$ cat src/rtl/datapath_pkg.sv
// rtl/datapath_pkg.sv - shared state encoding and frame/delay constants for the delay controller
package datapath_pkg;

   typedef enum logic [1:0] {
      SEARCH = 2'd0,
      CHECK  = 2'd1,
      LOCKED = 2'd2
   } trk_state_t;

   localparam logic [25:0] FRAM_MAX_NR     = 26'd4915199;
   localparam logic [25:0] FRAM_MAX_LTE    = 26'd2457599;
   localparam logic [13:0] DELAY_MAX_DW    = 14'd8191;
   localparam logic [13:0] DELAY_MAX_UP_NR = 14'd16383;

endpackage

$ cat src/rtl/datapath_frame_tracker.sv
// rtl/datapath_frame_tracker.sv - frame counter, header classification and lock FSM
// Optional event outputs under DATAPATH_DELAY_CTRL_STAT_EN.
module datapath_frame_tracker
   import datapath_pkg::*;
#(
   parameter logic [25:0] FRAM_MAX = FRAM_MAX_NR,
   parameter int          LOCK_N   = 3,
   parameter int          UNLOCK_N = 3
) (
   input  logic        clk,
   input  logic        rst,
   input  logic        fram_hd,
   output logic [25:0] fcnt,
   output logic        frame_start,
   output trk_state_t  state,
   output logic        hd_err
`ifdef DATAPATH_DELAY_CTRL_STAT_EN
   ,
   output logic        miss_ev,
   output logic        early_ev
`endif
);

   localparam int CW = $clog2(((LOCK_N > UNLOCK_N) ? LOCK_N : UNLOCK_N) + 1);
   localparam logic [CW-1:0] LOCK_C   = CW'(LOCK_N);
   localparam logic [CW-1:0] UNLOCK_C = CW'(UNLOCK_N);

   trk_state_t    state_nxt;
   logic [CW-1:0] good, good_nxt;
   logic [CW-1:0] bad, bad_nxt;
   logic          err_nxt;
   logic          at_max, on_time, early, missing;

   assign at_max  = (fcnt == FRAM_MAX);
   assign on_time = fram_hd && at_max;
   assign early   = fram_hd && !at_max;
   assign missing = at_max && !fram_hd;

`ifdef DATAPATH_DELAY_CTRL_STAT_EN
   assign miss_ev  = missing && (state != SEARCH);
   assign early_ev = early && (state != SEARCH);
`endif

   always_comb begin
      state_nxt   = state;
      good_nxt    = good;
      bad_nxt     = bad;
      err_nxt     = 1'b0;
      frame_start = at_max;
      case (state)
         SEARCH: begin
            if (fram_hd) begin
               frame_start = 1'b1;
               good_nxt    = '0;
               state_nxt   = CHECK;
            end
         end
         CHECK: begin
            if (on_time) begin
               good_nxt = good + 1'b1;
               if (good_nxt == LOCK_C) begin
                  state_nxt = LOCKED;
                  bad_nxt   = '0;
               end
            end else if (early) begin
               frame_start = 1'b1;
               good_nxt    = '0;
               err_nxt     = 1'b1;
            end else if (missing) begin
               err_nxt   = 1'b1;
               state_nxt = SEARCH;
            end
         end
         LOCKED: begin
            // Early headers are ignored here: the flywheel keeps the established phase.
            if (on_time) begin
               bad_nxt = '0;
            end else if (early || missing) begin
               bad_nxt = bad + 1'b1;
               err_nxt = 1'b1;
            end
            if (bad_nxt == UNLOCK_C) begin
               state_nxt = SEARCH;
            end
         end
         default: state_nxt = SEARCH;
      endcase
   end

   always_ff @(posedge clk or posedge rst) begin
      if (rst) begin
         state  <= SEARCH;
         fcnt   <= '0;
         good   <= '0;
         bad    <= '0;
         hd_err <= 1'b0;
      end else begin
         state  <= state_nxt;
         fcnt   <= frame_start ? 26'd0 : fcnt + 26'd1;
         good   <= good_nxt;
         bad    <= bad_nxt;
         hd_err <= err_nxt;
      end
   end

endmodule

$ cat src/rtl/datapath_delay_ctrl.sv
// rtl/datapath_delay_ctrl.sv - frame-delay sequencer: delay registers, adjust pulse and stats
// Optional miss/early statistics counters under DATAPATH_DELAY_CTRL_STAT_EN.
module datapath_delay_ctrl
   import datapath_pkg::*;
#(
   parameter logic [25:0]        FRAM_MAX  = FRAM_MAX_NR,
   parameter int                 DELAY_W   = 14,
   parameter logic [DELAY_W-1:0] DELAY_MAX = DELAY_W'(8191),
   parameter logic [DELAY_W-1:0] DELAY_DEF = '0,
   parameter int                 LOCK_N    = 3,
   parameter int                 UNLOCK_N  = 3
) (
   input  logic               clk,
   input  logic               rst,
   input  logic               i_fram_hd,
   input  logic [DELAY_W-1:0] i_delay,
   input  logic               i_delay_vld,
`ifdef DATAPATH_DELAY_CTRL_STAT_EN
   input  logic               i_stat_clr,
   output logic [15:0]        o_miss_cnt,
   output logic [15:0]        o_early_cnt,
`endif
   output logic               o_adjust_hd,
   output logic               o_lock,
   output logic               o_cfg_err,
   output logic               o_hd_err,
   output logic [25:0]        o_frm_cnt
);

   trk_state_t         state;
   logic [25:0]        fcnt;
   logic               frame_start;
   logic [DELAY_W-1:0] dly_pend, dly_act;

`ifdef DATAPATH_DELAY_CTRL_STAT_EN
   logic miss_ev, early_ev;
`endif

   datapath_frame_tracker #(
      .FRAM_MAX (FRAM_MAX),
      .LOCK_N   (LOCK_N),
      .UNLOCK_N (UNLOCK_N)
   ) u_tracker (
      .clk         (clk),
      .rst         (rst),
      .fram_hd     (i_fram_hd),
      .fcnt        (fcnt),
      .frame_start (frame_start),
      .state       (state),
      .hd_err      (o_hd_err)
`ifdef DATAPATH_DELAY_CTRL_STAT_EN
      ,
      .miss_ev     (miss_ev),
      .early_ev    (early_ev)
`endif
   );

   assign o_lock    = (state == LOCKED);
   assign o_frm_cnt = fcnt;

   // dly_act samples the pre-edge dly_pend, so a capture on a frame start lands one frame later.
   always_ff @(posedge clk or posedge rst) begin
      if (rst) begin
         dly_pend    <= DELAY_DEF;
         dly_act     <= DELAY_DEF;
         o_cfg_err   <= 1'b0;
         o_adjust_hd <= 1'b0;
      end else begin
         if (i_delay_vld) begin
            if (i_delay > DELAY_MAX) begin
               dly_pend  <= DELAY_MAX;
               o_cfg_err <= 1'b1;
            end else begin
               dly_pend  <= i_delay;
               o_cfg_err <= 1'b0;
            end
         end
         if (frame_start) begin
            dly_act <= dly_pend;
         end
         o_adjust_hd <= (state != SEARCH) && (fcnt == 26'(dly_act));
      end
   end

`ifdef DATAPATH_DELAY_CTRL_STAT_EN
   always_ff @(posedge clk or posedge rst) begin
      if (rst) begin
         o_miss_cnt  <= '0;
         o_early_cnt <= '0;
      end else if (i_stat_clr) begin
         o_miss_cnt  <= '0;
         o_early_cnt <= '0;
      end else begin
         if (miss_ev && (o_miss_cnt != 16'hFFFF)) begin
            o_miss_cnt <= o_miss_cnt + 16'd1;
         end
         if (early_ev && (o_early_cnt != 16'hFFFF)) begin
            o_early_cnt <= o_early_cnt + 16'd1;
         end
      end
   end
`endif

endmodule
$ cat config.mk
export PLATFORM = sky130hd
export DESIGN_NAME = datapath_delay_ctrl
export DESIGN_NICKNAME = d
export VERILOG_FILES = /design/src/rtl/datapath_pkg.sv /design/src/rtl/datapath_frame_tracker.sv /design/src/rtl/datapath_delay_ctrl.sv
export SDC_FILE = /design/constraint.sdc
export NUM_CORES = 1
export LEC_CHECK = 0
export BUFFER_PORTS_ARGS = -buffer_cell sky130_fd_sc_hd__buf_4
export CAP_MARGIN = 20
export CORE_ASPECT_RATIO = 2
export CORE_MARGIN = 2
export CORE_UTILIZATION = 45
export CTS_CLUSTER_SIZE = 12
export DETAILED_ROUTE_END_ITERATION = 10
export PLACE_DENSITY_LB_ADDON = 0.3
export RECOVER_POWER = 100
export SETUP_SLACK_MARGIN = 0.2
export SYNTH_ARGS = -nofsm -noshare
export SYNTH_HDL_FRONTEND = slang
export SYNTH_HIERARCHICAL = 1
export SYNTH_SLANG_ARGS = --single-unit
$ cat constraint.sdc
create_clock -name clk -period 6.1 [get_ports clk]
set_input_delay 0.61 -clock clk [delete_from_list [all_inputs] [get_ports clk]]
set_output_delay 0.61 -clock clk [all_outputs]
set_load 0.1 [all_outputs]
# Word-level counts from Yosys, hierarchy flattened
# Index checks and enable logic that the tools add are counted.
# W data, S select, Z words.
# totals
reg_bits	63
elab_cells	71
output_inout_bits	30
input_bits	18
# op_classes
reduce_logical	14
order_cmp	1
n_eq_ne	14
addsub	3
muxes	30
# ops
operator	count
$mux W2	14
$add A26 B1 Y26 const B	1
$eq A26 B14 Y1	1
$eq A26 B23 Y1 const B	1
$mux W26	1
$gt A14 B13 Y1 const B	1
$mux W14	1
$mux W1	9
$pmux W2 S2	2
$eq A2 B2 Y1 const B	3
$ne A2 B1 Y1 const B	3
$ne A3 B1 Y1 const B	2
$pmux W2 S3	1
$reduce_and A3 Y1	2
$reduce_bool A2 Y1	3
$reduce_and A5 Y1	1
$add A2 B1 Y2 const B	2
$logic_and A1 B1 Y1	4
$pmux W1 S2	2
$ne A3 B2 Y1 const B	1
$ne A3 B3 Y1 const B	1
$eq A2 B1 Y1 const B	1
$logic_not A1 Y1	2
$logic_not A2 Y1	1
other kinds (2)	2

# Longest topological paths before layout
# logic_depth
word_depth	10
ltp_mapped	14
ltp_nobuf	11

# Hierarchy
# The synthesis kept the hierarchy.
# modules_own_cells
module	area_per_inst_um2	cells_each	seq_area_each_um2	n_inst
datapath_frame_tracker	1939.4	206	825.8	1
datapath_delay_ctrl	1270.0	88	750.7	1

# Worst setup path before layout
# No wires, ideal clock.
# synth_path
path_kind	register -> register
startpoint	reg u_tracker.fcnt[0]
endpoint	reg dly_act[0]
setup_time_ns	0.125
stages_incl_launch_ff	14
t_required_ns	5.975
path_buffers	4
path_slack_ns	2.409
arrival_time_ns	3.566
period_less_slack_ns	3.691
path_cell_list	dfrtp_1 -> ha_1 -> buf_4 -> nand4_1 -> or2_2 -> buf_2 -> nor3_1 -> nand4_1 -> ha_1 -> nand2b_1 -> o41ai_4 -> buf_6 -> buf_2 -> mux2_2
# synth_between
elab_chain_len	6
word_cells_on_any_way	8
classes_between	1 x eq/ne; 4 x mux; 3 x reduce/logical
# synth_rtl
element	line_no	text
start: declaration	datapath_frame_tracker.sv:13	output logic [25:0] fcnt,
start signal: assignment	datapath_frame_tracker.sv:99	fcnt <= frame_start ? 26'd0 : fcnt + 26'd1;
$eq A26 B23 Y1 (*)	datapath_frame_tracker.sv:34	assign at_max = (fcnt == FRAM_MAX);
$logic_not A1 Y1	datapath_frame_tracker.sv:36	assign early = fram_hd && !at_max;
$logic_and A1 B1 Y1	datapath_frame_tracker.sv:36	
$mux W1	datapath_frame_tracker.sv:65	end else if (early) begin
$mux W1	datapath_frame_tracker.sv:59	if (on_time) begin
$pmux W1 S2 (*)	datapath_frame_tracker.sv:50	case (state)
named net frame_start	datapath_delay_ctrl.sv:32	logic frame_start;
end signal: assignment	datapath_delay_ctrl.sv:79	dly_act <= dly_pend;
end: declaration	datapath_delay_ctrl.sv:33	logic [DELAY_W-1:0] dly_pend, dly_act;
# The timed path passes the listed nets; every way through them passes the cells marked *.
# A chain may end at the register's enable or synchronous reset.

# Worst setup path in the final report
# layout_path
startpoint	reg u_tracker.fcnt[0]
endpoint	reg dly_act[6]
# Same word-level chain as after synthesis.

==> impl_metrics.toml <==
[timing]
fin_crit_ns = 3.78
fin_tns_setup_ns = 0
max_slew.worst_pin.slew_ns = 1.85
finalMaxSlewViolations = 34
fin_worst_skew_ns = 0.00722
max_clk_rate_mhz = 264
unrepaired_setup_endpoints_after_global_routing = "false"
final-setup-viol-count = 0
timing.slew.headroom_pct = -23.4
final-hold-violation-count = 0
layout_worst_path_cycle_share_pct = 62.0

[critical_path]
worst-r2r-cell-count = 10
cp-end-kind = "flop"
cp_num_cells = 10
slowest_delay_ns = 0.88
cp_cell_sequence = "ha_1 > nand4_1 > or2_0 > nor3_1 > nand4_1 > ha_1 > nand2b_1 > o41ai_4 > clkbuf_1 > mux2_2"
crit_arrival_ns = 3.99
critPathRequiredTime_ns = 6.31
crit_path_class = "reg2reg"
rr_endpoint = "dly_act[6]"
cpMaxStageDelayCell = "clkbuf_1"
crit_path_max_fanout = 23
critical_path_buf_inv_count = 1
worst_r2r_startpoint = "u_tracker/fcnt[0]"
setup.reg_to_reg.worst_slack_ns = 2.32
critical_path.startpoint_type = "flop"
crit_family = "simple AND/OR/NAND/NOR gates"

[synthesis]
synthesis.area_sq_um = 3210
seq_area_frac_synth_pct = 49.1
synth-seq-cells = 63
syn_area_per_cell_sq_um = 10.9
syn-instance-count = 294
synth_cell_type_count = 42
synthesis.nets = 322
fraction_of_registers_with_async_set_or_reset_after_synthesis_pct = 100
ys_dominant_reg_cell = "dfrtp_1"
synth-edff-count = 0
ys_warn_count = 6

[hold_path]
hold_path_class = "in2async"

[global_routing]
grt_max_degree = 34
grt_pass1_wl_microns = 11500
grt_remaining_overflow = 0
globalRouteTotalUtil_pct = 19.6
number_of_antenna_violations_at_the_first_check_in_global_routing = 0
grt_pass1_vias = 2446

[clock_tree]
cts_tree = "built"
cts_num_sinks = 63
clock_buffers_created_by_tritoncts = 9
clockBufferDepth = 2
ctsHtreeMaxLevel = 3
clkSlewWorstSetupHoldPaths_ns = 0.05
post_cts_resized = 0
clkLatencyLatePin_ns = 0.33
clock-root-buffer = "clkbuf_16"
cts_hold_repair.buffers = 0
post-cts-setup-buffers = 0

[die]
die_area_sq_um = 7860
floorplan.core_area_sq_um = 6940
die_w_microns = 63.7
start_util_pct = 46.2
placement_rows = 43
io-pin-count = 48
fp.dieH_microns = 123

[outcome]
status = "complete, but fails checks"
violations_in_the_final_reports = "max-capacitance violations, max-slew violations"

[power_and_ir_drop]
power-per-cell-area_nw_per_um2 = 339
power.switching_fraction_pct = 32.3
internal-power_mw = 0.865
seq_power_share_pct = 40.5
switching_power_mw = 0.413
fin_total_pwr_mw = 1.28
pwr-share-clk_pct = 36.2
worst_ir_drop_vdd_mv = 0.244
p_comb_share_pct = 23.3
p_leak_nw = 1.52

[finish]
final_layout_size_suffix_gt1_share_pct = 15.8
mostFrequentLayoutCell = "dfrtp_1"
finalNetCount = 372
insertedDiodeCount = 0
synthToLayoutAreaGrowth_pct = 17.3
mostFrequentLayoutCells = "dfrtp_1, clkbuf_1, nor2_1, xor2_1"

[drt]
antenna_left = 0
drt_iter0_drc = 65
routed-via-count = 2420
via_to_cell_ratio = 5.53
wire_per_inst_microns = 16.2
dr.pass1.iters = 4
route.final.wire_length_microns = 7100
drt_drc_violations_left = 0

[place]
portBuffers = 47
dp_hpwl_microns = 5300
globalplace.congestion = 0.778

[run]
cap_violations = 1
==> stage by stage <==
step | hold WS [ns] | utilization [%] | cells | cell area [sq um] | setup WS [ns]
6_report | 0.215 | 54.2 | 438 | 3760 | 2.32
5_1_grt | 0.229 | 54.2 | 438 | 3760 | 2.05
4_1_cts | 0.250 | 56.5 | 438 | 3920 | 2.83
3_5_place_dp | 0.482 | 52.5 | 423 | 3640 | 2.85
3_3_place_gp | 0.475 | 52.1 | 422 | 3620 | 2.99
2_1_floorplan | 0.452 | - | 294 | 3210 | 2.41
==> Yosys cell counts, drive strengths merged, types with 2 or more instances <==
| master | number | area, sq um |
|---|---|---|
| dfrtp | 63 | 1580 |
| nor2 | 21 | 78.8 |
| xor2 | 17 | 149 |
| a21oi | 16 | 80.1 |
| mux2 | 16 | 180 |
| nand2 | 16 | 62.6 |
| inv | 14 | 52.6 |
| o22a | 13 | 114 |
| nor4 | 12 | 93.8 |
| o21ai | 11 | 55.1 |
| xnor2 | 11 | 96.3 |
| ha | 10 | 125 |
| nand4 | 10 | 77.6 |
| buf | 9 | 66.3 |
| nand3 | 8 | 40.0 |
| or3 | 7 | 50.1 |
| or4 | 6 | 48.8 |
| o31ai | 5 | 37.5 |
| nand2b | 4 | 25.0 |
| nor2b | 4 | 25.0 |
| nor3 | 3 | 15.0 |
| and3 | 2 | 12.5 |
| and4 | 2 | 17.5 |
| clkbuf | 2 | 7.51 |
| mux2i | 2 | 20.0 |
| or2 | 2 | 12.5 |
==> routing by layer <==
metal | vias up | share of wire, % | track usage, % | wire length, microns
li1 | 1158 | - | - | -
met1 | 1185 | 37 | 19.5 | 2650
met2 | 62 | 56 | 37.0 | 3960
met3 | 15 | 4.0 | 3.46 | 284
met4 | 0 | 2.8 | 11.8 | 202
met5 | - | 0 | 0 | 0
==> registers in the layout, summed over array words and instances (netlist names), 2 cells and up <==
name,flops
u_tracker/state,2
u_tracker/fcnt,26
dly_act,14
dly_pend,14
u_tracker/bad,2
u_tracker/good,2
==> layout make-up <==
class / count / area (sq um)
inverters: 14 / 52.6
multi-input cells: 206 / 1500
repair buffers: 50 / 248
clock buffers: 12 / 256
flip-flops and latches: 63 / 1580
fillers: 619 / 3180
well taps: 90 / 113
clock inverters: 3 / 18.8
==> how the worst max path moves through the flow <==
stage / startpoint / endpoint / slack (ns)
6_report: u_tracker/fcnt[0] / dly_act[6] / 2.32
5_1_grt: u_tracker/fcnt[0] / dly_act[6] / 2.05
2_1_floorplan: u_tracker/fcnt[0] / dly_act[0] / 2.41
3_3_place_gp: u_tracker/fcnt[0] / dly_act[13] / 2.99
3_5_place_dp: u_tracker/fcnt[0] / dly_act[6] / 2.85
4_1_cts: u_tracker/fcnt[0] / dly_act[6] / 2.83
==> worst reg2reg max path: stages (launching register included) <==
cell and delay, ns:
dfrtp_1 0.46, ha_1 0.34, nand4_1 0.12, or2_0 0.34, nor3_1 0.26, nand4_1 0.22
ha_1 0.26, nand2b_1 0.17, o41ai_4 0.18, clkbuf_1 0.88, mux2_2 0.44
==> power by group through the flow <==
stage | Clock [mW] | Combinational [mW] | Sequential (mW)
2_1_floorplan | 0 | 0.172 | 0.595
3_3_place_gp | 0 | 0.308 | 0.521
4_1_cts | 0.473 | 0.315 | 0.519
6_report | 0.462 | 0.297 | 0.518
5_1_grt | 0.491 | 0.319 | 0.525
3_5_place_dp | 0 | 0.314 | 0.525
==> kinds of logic (layout without fill, tap and decap cells) <==
family,after synthesis,after routing,synth area share (%)
multiplexers,18,18,6.24
adder cells (fa/ha/maj),10,10,3.90
buffers and inverters,25,79,3.94
AND/OR/NAND/NOR,99,99,18.0
XOR/XNOR,28,28,7.64
AO/OA/AOI/OAI,51,51,11.2
flip-flops,63,63,49.1
No activity file was read; power rests on OpenSTA's default activity.
